## src/rtl/hazard_pkg.sv

```systemverilog
// rtl/hazard_pkg.sv - shared hazard/scoreboard types, register and opcode constants
package hazard_pkg;

  localparam int R_ZERO   = 0;
  localparam int R_STATUS = 30;
  localparam int R_RA     = 31;

  typedef enum logic [0:0] {
    IDLE = 1'b0,
    BUSY = 1'b1
  } md_state_t;

  // Opcodes shared with the decoder; the rs/rt/rd routing of these is done upstream.
  localparam logic [4:0] OP_ALU  = 5'b00000;
  localparam logic [4:0] OP_J    = 5'b00001;
  localparam logic [4:0] OP_BNE  = 5'b00010;
  localparam logic [4:0] OP_JAL  = 5'b00011;
  localparam logic [4:0] OP_JR   = 5'b00100;
  localparam logic [4:0] OP_ADDI = 5'b00101;
  localparam logic [4:0] OP_BLT  = 5'b00110;
  localparam logic [4:0] OP_SW   = 5'b00111;
  localparam logic [4:0] OP_LW   = 5'b01000;
  localparam logic [4:0] OP_SETX = 5'b10101;
  localparam logic [4:0] OP_BEX  = 5'b10110;

  function automatic int sel_width(input int n_stages);
    return $clog2(n_stages + 1);
  endfunction

endpackage

```

## src/rtl/hazard_fwd_match.sv

```systemverilog
// rtl/hazard_fwd_match.sv - one DX operand against all in-flight write stages
// Returns the nearest matching stage as a bypass select and flags a load still in stage 1.
module hazard_fwd_match
  import hazard_pkg::*;
#(
  parameter int FWD_STAGES = 2,
  parameter int RW         = 5,
  parameter int SELW       = sel_width(FWD_STAGES)
) (
  input  logic [RW-1:0]            op_addr,
  input  logic                     op_used,
  input  logic [FWD_STAGES-1:0]    wr_valid,
  input  logic [FWD_STAGES*RW-1:0] wr_addr,
  input  logic [FWD_STAGES-1:0]    wr_ovf,
  input  logic [FWD_STAGES-1:0]    wr_is_load,
  output logic [SELW-1:0]          sel,
  output logic                     load_use
);

  logic [FWD_STAGES-1:0] hit;

  for (genvar k = 0; k < FWD_STAGES; k++) begin : g_stage
    logic [RW-1:0] eff_addr;
    assign eff_addr = wr_ovf[k] ? RW'(R_STATUS) : wr_addr[k*RW +: RW];
    assign hit[k]   = op_used & wr_valid[k] & (eff_addr != '0) & (eff_addr == op_addr);
  end

  // Loads are only bypassable once they reach stage 2, so deeper load flags are irrelevant here.
  if (FWD_STAGES > 1) begin : g_deep_load
    logic unused_deep_load;
    assign unused_deep_load = ^wr_is_load[FWD_STAGES-1:1];
  end

  always_comb begin
    sel = '0;
    for (int k = FWD_STAGES - 1; k >= 0; k--) begin
      if (hit[k]) sel = SELW'(k + 1);
    end
    load_use = hit[0] & wr_is_load[0];
    if (load_use) sel = '0;
  end

endmodule

```

## src/rtl/hazard_scoreboard_unit.sv

```systemverilog
// rtl/hazard_scoreboard_unit.sv - RAW bypass selects, register scoreboard and mult/div stall engine
// Optional HAZARD_STATS_EN adds saturating stall / forward cycle counters.
module hazard_scoreboard_unit
  import hazard_pkg::*;
#(
  parameter int FWD_STAGES = 2,
  parameter int NREG       = 32,
  parameter int RW         = 5,
  parameter int MD_TIMEOUT = 40,
  parameter int SELW       = sel_width(FWD_STAGES)
) (
  input  logic                     clock,
  input  logic                     reset_n,
  input  logic [RW-1:0]            dx_rs,
  input  logic [RW-1:0]            dx_rt,
  input  logic                     dx_rs_used,
  input  logic                     dx_rt_used,
  input  logic                     dx_wr_valid,
  input  logic [RW-1:0]            dx_rd,
  input  logic                     md_issue,
  input  logic                     md_done,
  input  logic [FWD_STAGES-1:0]    wr_valid,
  input  logic [FWD_STAGES*RW-1:0] wr_addr,
  input  logic [FWD_STAGES-1:0]    wr_ovf,
  input  logic [FWD_STAGES-1:0]    wr_is_load,
  output logic [SELW-1:0]          fwd_sel_rs,
  output logic [SELW-1:0]          fwd_sel_rt,
  output logic                     stall,
  output logic [RW-1:0]            md_rd_o,
  output logic                     md_busy,
  output logic                     md_timeout
`ifdef HAZARD_STATS_EN
  ,
  output logic [31:0]              stat_stall_cnt,
  output logic [31:0]              stat_fwd_cnt
`endif
);

  localparam int CW = (MD_TIMEOUT > 1) ? $clog2(MD_TIMEOUT) : 1;
  localparam logic [0:0] S_IDLE = IDLE;
  localparam logic [0:0] S_BUSY = BUSY;

  logic [NREG-1:0] pending_q, pending_d;
  logic [0:0]      state_q, state_d;
  logic [CW-1:0]   cnt_q, cnt_d;
  logic [RW-1:0]   md_rd_q, md_rd_d;
  logic            md_timeout_q, md_timeout_d;

  logic lu_rs, lu_rt, raw_pending, waw_pending, md_block;

  hazard_fwd_match #(.FWD_STAGES(FWD_STAGES), .RW(RW), .SELW(SELW)) u_match_rs (
    .op_addr(dx_rs), .op_used(dx_rs_used), .wr_valid(wr_valid), .wr_addr(wr_addr),
    .wr_ovf(wr_ovf), .wr_is_load(wr_is_load), .sel(fwd_sel_rs), .load_use(lu_rs)
  );

  hazard_fwd_match #(.FWD_STAGES(FWD_STAGES), .RW(RW), .SELW(SELW)) u_match_rt (
    .op_addr(dx_rt), .op_used(dx_rt_used), .wr_valid(wr_valid), .wr_addr(wr_addr),
    .wr_ovf(wr_ovf), .wr_is_load(wr_is_load), .sel(fwd_sel_rt), .load_use(lu_rt)
  );

  always_comb begin
    raw_pending = (dx_rs_used & pending_q[dx_rs]) | (dx_rt_used & pending_q[dx_rt]);
    waw_pending = dx_wr_valid & pending_q[dx_rd];
    md_block    = md_issue & (state_q == S_BUSY);
    stall       = lu_rs | lu_rt | raw_pending | waw_pending | md_block;
  end

  // A done and a new issue never share a cycle: any issue while BUSY is stalled by md_block.
  always_comb begin
    pending_d    = pending_q;
    state_d      = state_q;
    cnt_d        = cnt_q;
    md_rd_d      = md_rd_q;
    md_timeout_d = 1'b0;
    case (state_q)
      S_IDLE: begin
        if (md_issue && !stall && (dx_rd != '0)) begin
          pending_d[dx_rd] = 1'b1;
          md_rd_d          = dx_rd;
          cnt_d            = '0;
          state_d          = S_BUSY;
        end
      end
      default: begin
        if (md_done) begin
          pending_d[md_rd_q] = 1'b0;
          state_d            = S_IDLE;
        end else if (cnt_q == CW'(MD_TIMEOUT - 1)) begin
          pending_d[md_rd_q] = 1'b0;
          md_timeout_d       = 1'b1;
          state_d            = S_IDLE;
        end else begin
          cnt_d = cnt_q + CW'(1);
        end
      end
    endcase
    pending_d[0] = 1'b0;
  end

  always_ff @(posedge clock or negedge reset_n) begin
    if (!reset_n) begin
      pending_q    <= '0;
      state_q      <= S_IDLE;
      cnt_q        <= '0;
      md_rd_q      <= '0;
      md_timeout_q <= 1'b0;
    end else begin
      pending_q    <= pending_d;
      state_q      <= state_d;
      cnt_q        <= cnt_d;
      md_rd_q      <= md_rd_d;
      md_timeout_q <= md_timeout_d;
    end
  end

  assign md_rd_o    = md_rd_q;
  assign md_busy    = (state_q == S_BUSY);
  assign md_timeout = md_timeout_q;

`ifdef HAZARD_STATS_EN
  logic [31:0] stat_stall_q, stat_stall_d, stat_fwd_q, stat_fwd_d;
  logic        any_fwd;

  always_comb begin
    any_fwd      = (fwd_sel_rs != '0) | (fwd_sel_rt != '0);
    stat_stall_d = stat_stall_q;
    stat_fwd_d   = stat_fwd_q;
    if (stall && (stat_stall_q != '1)) stat_stall_d = stat_stall_q + 32'd1;
    if (any_fwd && (stat_fwd_q != '1)) stat_fwd_d = stat_fwd_q + 32'd1;
  end

  always_ff @(posedge clock or negedge reset_n) begin
    if (!reset_n) begin
      stat_stall_q <= '0;
      stat_fwd_q   <= '0;
    end else begin
      stat_stall_q <= stat_stall_d;
      stat_fwd_q   <= stat_fwd_d;
    end
  end

  assign stat_stall_cnt = stat_stall_q;
  assign stat_fwd_cnt   = stat_fwd_q;
`endif

endmodule

```

## config.mk

```make
export PLATFORM = sky130hd
export DESIGN_NAME = hazard_scoreboard_unit
export DESIGN_NICKNAME = d
export VERILOG_FILES = /design/src/rtl/hazard_pkg.sv /design/src/rtl/hazard_fwd_match.sv /design/src/rtl/hazard_scoreboard_unit.sv
export SDC_FILE = /design/constraint.sdc
export NUM_CORES = 1
export LEC_CHECK = 0
export ABC_AREA = 1
export BUFFER_PORTS_ARGS = -buffer_cell sky130_fd_sc_hd__buf_2
export CAP_MARGIN = 40
export CORE_MARGIN = 3
export CORE_UTILIZATION = 55
export CTS_CLUSTER_SIZE = 14
export DETAILED_ROUTE_END_ITERATION = 10
export PLACE_DENSITY = 0.81
export SYNTH_ARGS = -nofsm -noshare
export SYNTH_HDL_FRONTEND = slang
export SYNTH_SLANG_ARGS = --single-unit
```

## constraint.sdc

```tcl
create_clock -name clock -period 2 [get_ports clock]
set_input_delay 0.1 -clock clock [delete_from_list [all_inputs] [get_ports clock]]
set_output_delay 0.1 -clock clock [all_outputs]
set_load 0.02 [all_outputs]
```

==> results of run 1 <==
layout make-up:
| class | instances | area [um2] | area share, % |
|---|---|---|---|
| flip-flops and latches | 44 | 1110 | 21.5 |
| well taps | 99 | 124 | 2.39 |
| inverters | 67 | 251 | 4.84 |
| clock buffers | 5 | 68.8 | 1.33 |
| clock inverters | 3 | 26.3 | 0.506 |
| repair buffers | 106 | 830 | 16.0 |
| multi-input cells | 598 | 2780 | 53.5 |
cell usage after synthesis:
library cell    n  area, um2
ha_1            1       12.5
nand2_1       327       1230
buf_1           6       22.5
nand4_1        34        213
o21bai_1       11       82.6
nor2_4          1       11.3
dfrtp_1        44       1100
nand3_2         1       10.0
buf_2          14       70.1
o21ai_1        10       50.1
a21oi_1        15       75.1
a31oi_1         1       6.26
o211ai_1        5       37.5
xor2_1          3       26.3
buf_4           3       22.5
nor3b_1         1       7.51
nand3_1        79        395
nor4_1          4       25.0
o22ai_1         2       12.5
a221oi_1        2       17.5
o21ai_0        43        215
inv_2           7       26.3
nor2_1         40        150
nor3_1         17       85.1
clkbuf_1       12       45.0
inv_1          60        225
a21oi_2         1       8.76
cell families (layout without fill, tap and decap cells):
| family | count (synthesis) | after routing | share of synthesized area [%] |
|---|---|---|---|
| simple gates | 504 | 504 | 50.8 |
| buf+inv | 102 | 181 | 9.84 |
| compound gates | 90 | 90 | 12.1 |
| flops | 44 | 44 | 26.3 |
| xor+xnor | 3 | 3 | 0.628 |
| fa+ha+maj | 1 | 1 | 0.299 |
critical path, delay by kind of cell (launching register included):
kind | cells | cell delay, ns
flip-flops | 1 | 0.42
AND/OR/NAND/NOR | 14 | 1.01
AO/OA/AOI/OAI | 1 | 0.18
buffers and inverters | 3 | 0.42
worst max path at each step:
stage	to	slack (ns)	cells after the start
finish	pending_q[25]	-0.11	18
global route	pending_q[16]	-0.22	18
CTS	pending_q[11]	-0.005	16
detailed placement	pending_q[24]	-0.03	17
global placement	pending_q[26]	0.03	17
floorplan	cnt_q[0]	0.28	8
stage by stage:
| stage | power [uW] | TNS [ns] | hold WS [ns] | cell area (um2) | utilization (%) |
|---|---|---|---|---|---|
| 6_report | 3860 | -2.54 | 0.173 | 5190 | 70.8 |
| 5_1_grt | 4070 | -6.90 | 0.171 | 5190 | 70.8 |
| 4_1_cts | 3530 | -0.00954 | 0.148 | 4960 | 67.7 |
| 3_5_place_dp | 2770 | -0.0564 | 0.133 | 4670 | 63.7 |
| 3_3_place_gp | 2720 | 0 | 0.124 | 4670 | 63.7 |
| 2_1_floorplan | 2170 | 0 | -0.196 | 4180 | - |
flip-flops by register name, summed over array words and instances, names as in the netlist:
name and flops:
pending_q 31, md_busy 1, md_timeout 1, md_rd_o 5, cnt_q 6
metal layers:
metal,global-route usage (%),routed length [um],part of all wire (%),up-vias
li1,-,-,-,2581
met1,46.5,6110,39,2456
met4,12.9,633,4.1,0
met3,5.47,1820,12,70
met2,55.9,6910,45,381
met5,0,0,0,-
cells in the final DEF, fill, tap and decap left out, types with 7 or more instances in the layout:
cell type and count:
buf_2 47, nand4_1 34, inv_1 57, a21oi_1 14, nand2_1 307, o21ai_0 40
buf_6 7, dfrtp_1 34, inv_2 10, nor3_1 17, o21ai_1 13, dfrtp_2 10
buf_4 40, nand2_2 15, nand3_1 78, o21bai_1 11, nor2_1 39
power groups by stage:
stage / Sequential (uW) / Combinational, uW / Clock (uW)
floorplan: 1240 / 936 / 0
global placement: 1230 / 1490 / 0
detailed placement: 1240 / 1530 / 0
CTS: 1220 / 1690 / 621
global route: 1250 / 2150 / 669
finish: 1230 / 2000 / 624
timing repair:
item | in CTS | in global routing
hold endpoints to repair | 26 | 0
setup buffers | 12 | 8
hold buffers | 2 | 0
endpoints found under the setup margin | 12 | 39
gates resized for setup | 19 | 49
pin swaps | 5 | 14
cloned | 1 | 4
==> impl_metrics.json, run 1 <==
{
  "track_usage_pct": 34.6,
  "dp_hpwl_mm": 10.5,
  "hp-class": "input pin to register",
  "violations": "setup timing",
  "finalCriticalPeriod_ns": 2.11,
  "clk_pin_slew_worst_paths_ns": 0.10,
  "worstSetupEndpointType": "register",
  "syn_area_um2": 4180,
  "cap_violations": 0,
  "final_hold_viol_count": 0,
  "syn_to_final_growth_pct": 24.1,
  "hold_start": "dx_rd[4]",
  "finalWorstSetupSlack_ns": -0.106,
  "drtIter0Drc": 670,
  "crit_type": "register to register",
  "setup_viol": 32,
  "power_density_nw_per_um2": 743,
  "die-area_um2": 8690,
  "avgRoutedWirePerCell_um": 16.8,
  "internal_power_uw": 2030,
  "synth.avg_cell_area_um2": 5.62,
  "die_w_um": 93.2,
  "syn_nets": 783,
  "grt_max_degree": 35,
  "instances_no_fill": 922,
  "worstPathArrival_ns": 2.36,
  "path_common_cell": "nand2_1",
  "htreeDepth": 2,
  "grt_pass1_vias": 4955,
  "cts_sinks": 44,
  "cts_buffers": 5,
  "required_ns": 2.25,
  "placed_cells": 889,
  "port_buffers": 48,
  "peakVddDrop_uv": 926,
  "rows": 31,
  "worst_hold_path.num_cells": 3,
  "min_to": "md_rd_o[4]",
  "cts_root_buf": "clkbuf_8",
  "p_leak_uw": 0.00272,
  "relSlewSlack_pct": 60.6,
  "viasPerCell": 5.95,
  "crit_chain": "buf_6, nand2_1, nand2_1, nand2_1, nand2_1, nand2_1, nand2_1, nor2_1, nand2_1, nand2_1, nand2_2, nor2_4, nand3_4, a21oi_4, buf_12, buf_8, nand2_2, nand2_2",
  "r2r_end": "pending_q[25]",
  "antenna_found_initial": 0,
  "status": "finished with violations",
  "r2r_slack_ns": -0.11,
  "reg2regPathDepth": 18,
  "skew_ns": 0.0116,
  "startpoint": "pending_q[27]",
  "antenna_cells": 0,
  "routed_wl_mm": 15.5,
  "drc": 0,
  "grt_pass1_wl_mm": 24.0,
  "crit-reg2reg-launch": "pending_q[27]",
  "start_util_pct": 57.0,
  "pwr-share-clk_pct": 16.2,
  "synth_cell_types": 27,
  "fin_nets": 861,
  "slowest_delay_ns": 0.42,
  "power_switching_uw": 1820,
  "syn_inst": 744,
  "antenna_left": 0,
  "vias": 5488,
  "synth_warnings": 0,
  "period_share_pct": 105,
  "dp_slack_ns": -0.0301,
  "fill_cells": 655,
  "worstMarginPinSlew_ns": 0.586,
  "cts_tree": "yes",
  "startpoint_type": "register",
  "drive_gt1_share_pct": 19.2,
  "comb_power_share_pct": 51.9,
  "fmax_mhz": 475,
  "worstPathMaxFanout": 5,
  "ys_seq_area_share_pct": 26.3,
  "gp_congestion": 1.01,
  "power_frac_seq_pct": 31.9,
  "rsz0062_at_grt": "yes",
  "cp_slowest_cell": "dfrtp_1",
  "die_y_um": 93.2,
  "swShare_pct": 47.3,
  "io_pins": 50,
  "cts.path.max_buffers": 2,
  "core_um2": 7330,
  "clk_latency_ns": 0.31,
  "ys_ff_latch": 44,
  "drtPass1Iterations": 7,
  "slew_violations": 0,
  "overflow": 0
}
Note: power is estimated with default switching activity, not from simulation.
==> run 2, diff against run 1 <==
Settings changed: PLACE_DENSITY 0.81 to not set, PLACE_DENSITY_LB_ADDON set to 0.1, SETUP_SLACK_MARGIN set to 0.3.
==> run 2 against run 1 <==
Compared with the run above: non-clock buffer count shrank 13; setup slack improved by 0.027 ns; largest cell class unchanged; critical endpoint is now stall; worst hold slack improved by 0.0055 ns; final cell count down 1.3%; register-to-register slack gained 0.03 ns; the flow still finishes with violations (setup timing); via count down 0.84%.
==> impl_metrics.json, run 2 (synthesis results as in run 1) <==
{
  "drtPass1Iterations": 6,
  "vias": 5442,
  "routed_wl_mm": 14.7,
  "crit_chain": "inv_1, nand2_1, o211ai_1, nand2_1, nor2_1, nor2_1, nor2_1, nor2_2, nor2_4, buf_6, buf_12, nand2_4, buf_6",
  "cts_sinks": 44,
  "relSlewSlack_pct": 55.2,
  "io_pins": 50,
  "fin_nets": 849,
  "slew_violations": 0,
  "cts.path.max_buffers": 2,
  "final_hold_viol_count": 0,
  "cts_buffers": 5,
  "worstPathMaxFanout": 4,
  "stdcell_area_um2": 5160,
  "setup_viol": 32,
  "startpoint_type": "register",
  "largest_reg_flops": 31,
  "worstPathArrival_ns": 1.98,
  "cts_tree": "yes",
  "power_density_nw_per_um2": 742,
  "rsz0062_at_grt": "yes",
  "crit-reg2reg-launch": "pending_q[27]",
  "grt_pass1_wl_mm": 23.6,
  "finalCriticalPeriod_ns": 2.08,
  "final_cell_mix": "nand2_1 (296), nand3_1 (78), inv_1 (58)",
  "clk_latency_ns": 0.31,
  "required_ns": 1.90,
  "crit_type": "register to primary output",
  "antenna_cells": 0,
  "max_flop_register": "pending_q",
  "skew_ns": 0.00505,
  "drtIter0Drc": 598,
  "min_to": "md_rd_o[2]",
  "dp_slack_ns": 0.0420,
  "antenna_left": 0,
  "mostFrequentLayoutCell": "nand2_1",
  "clk_pin_slew_worst_paths_ns": 0.09,
  "dp_hpwl_mm": 9.97,
  "rows": 31,
  "hold_start": "dx_rd[2]",
  "hp-class": "input pin to register",
  "port_buffers": 48,
  "start_util_pct": 57.0,
  "worstSetupEndpointType": "primary output",
  "antenna_found_initial": 0,
  "cp_slowest_cell": "dfrtp_1",
  "die_w_um": 93.2,
  "overflow": 0,
  "p_leak_uw": 0.00273,
  "core_um2": 7330,
  "period_share_pct": 104,
  "cap_violations": 0,
  "worst_hold_path.num_cells": 3,
  "cp_top_family": "simple AND/OR/NAND/NOR gates",
  "grt_max_degree": 33,
  "peakVddDrop_uv": 636,
  "syn_to_final_growth_pct": 23.3,
  "track_usage_pct": 34.2,
  "violations": "setup timing",
  "die_y_um": 93.2,
  "critPathBufInv": 4,
  "cts_root_buf": "clkbuf_8",
  "die-area_um2": 8690,
  "gp_congestion": 0.970,
  "timing.hold.ws_ns": 0.179,
  "path_common_cell": "nor2_1",
  "drc": 0,
  "avgRoutedWirePerCell_um": 16.2,
  "slowest_delay_ns": 0.43,
  "r2r_slack_ns": -0.08,
  "fin_tns_setup_ns": -1.32,
  "place_area_um2": 4630,
  "grt_pass1_vias": 4955,
  "r2r_end": "pending_q[9]",
  "drive_gt1_share_pct": 18.6,
  "finalWorstSetupSlack_ns": -0.0786,
  "worstMarginPinSlew_ns": 0.667,
  "htreeDepth": 2,
  "viasPerCell": 5.98,
  "fmax_mhz": 481,
  "reg2regPathDepth": 15,
  "status": "finished with violations"
}
run 2: changes by cell type in the layout (fill, tap and decap cells not counted), moves of 2 or more:
cell,previous run,this run
o21ai_1,13,11
dfrtp_1,34,40
buf_8,3,0
dfrtp_2,10,4
buf_16,0,3
clkbuf_16,2,0
nand2_1,307,296
nand2_2,15,21
nand2_4,5,11
buf_4,40,32
buf_12,5,7
buf_6,7,2
run 2: how the worst max path moves through the flow:
stage	startpoint	to	cells past startpoint
4_1_cts	pending_q[9]	stall	15
2_1_floorplan	pending_q[22]	pending_q[1]	17
5_1_grt	pending_q[5]	pending_q[9]	17
6_report	pending_q[27]	stall	13
3_3_place_gp	pending_q[8]	pending_q[30]	16
3_5_place_dp	dx_rd[0]	pending_q[20]	17
run 2: area by class of cell:
type / instances / area, um2
Fill cell: 678 / 2170
Inverter: 67 / 251
Sequential cell: 44 / 1110
Multi-Input combinational cell: 599 / 2840
Timing Repair Buffer: 93 / 741
Clock inverter: 2 / 13.8
Tap cell: 99 / 124
Clock buffer: 6 / 82.6
run 2: report_power, final:
part / switching [uW] / leakage [uW] / internal [uW] / total (uW)
Sequential: 206 / 0.000594 / 1030 / 1230
Clock: 350 / 0.0000516 / 283 / 634
Combinational: 1230 / 0.00209 / 732 / 1960
run 2: timing repair:
item | in CTS | in global routing
resized for setup | 45 | 22
cloned | 4 | 0
buffers inserted | 12 | 3
endpoints found under the setup margin | 44 | 44
hold endpoints to repair | 17 | 0
pin swaps | 13 | 16
hold buffers | 2 | 0
run 2: routing by layer:
| layer | global-route usage (%) | wire length (um) | up-vias | part of all wire (%) |
|---|---|---|---|---|
| li1 | - | - | 2571 | - |
| met1 | 42.3 | 5660 | 2456 | 38 |
| met2 | 55.7 | 6680 | 355 | 45 |
| met3 | 8.69 | 1790 | 60 | 12 |
| met4 | 16.5 | 584 | 0 | 4.0 |
| met5 | 0 | 0 | - | 0 |
run 2: metrics by stage:
| step | utilization (%) | cells | total power [uW] |
|---|---|---|---|
| after floorplan | - | 744 | 2170 |
| after global placement | 63.1 | 881 | 2710 |
| after detailed placement | 63.1 | 881 | 2750 |
| after CTS | 69.0 | 907 | 3720 |
| after global routing | 70.4 | 910 | 4040 |
| final | 70.4 | 910 | 3830 |
run 2: worst reg2reg max path, cell delays in order (launching register included):
cell      delay (ns)
dfrtp_1         0.43
inv_1           0.12
nand2_1         0.06
o211ai_1        0.08
nand2_1         0.08
nor2_1          0.10
nor2_1          0.05
nor2_1          0.13
nor2_2          0.07
nor2_4          0.14
nand3_4         0.13
a21oi_4         0.18
buf_12          0.15
buf_16          0.16
nand2_4         0.06
nand2_2         0.06
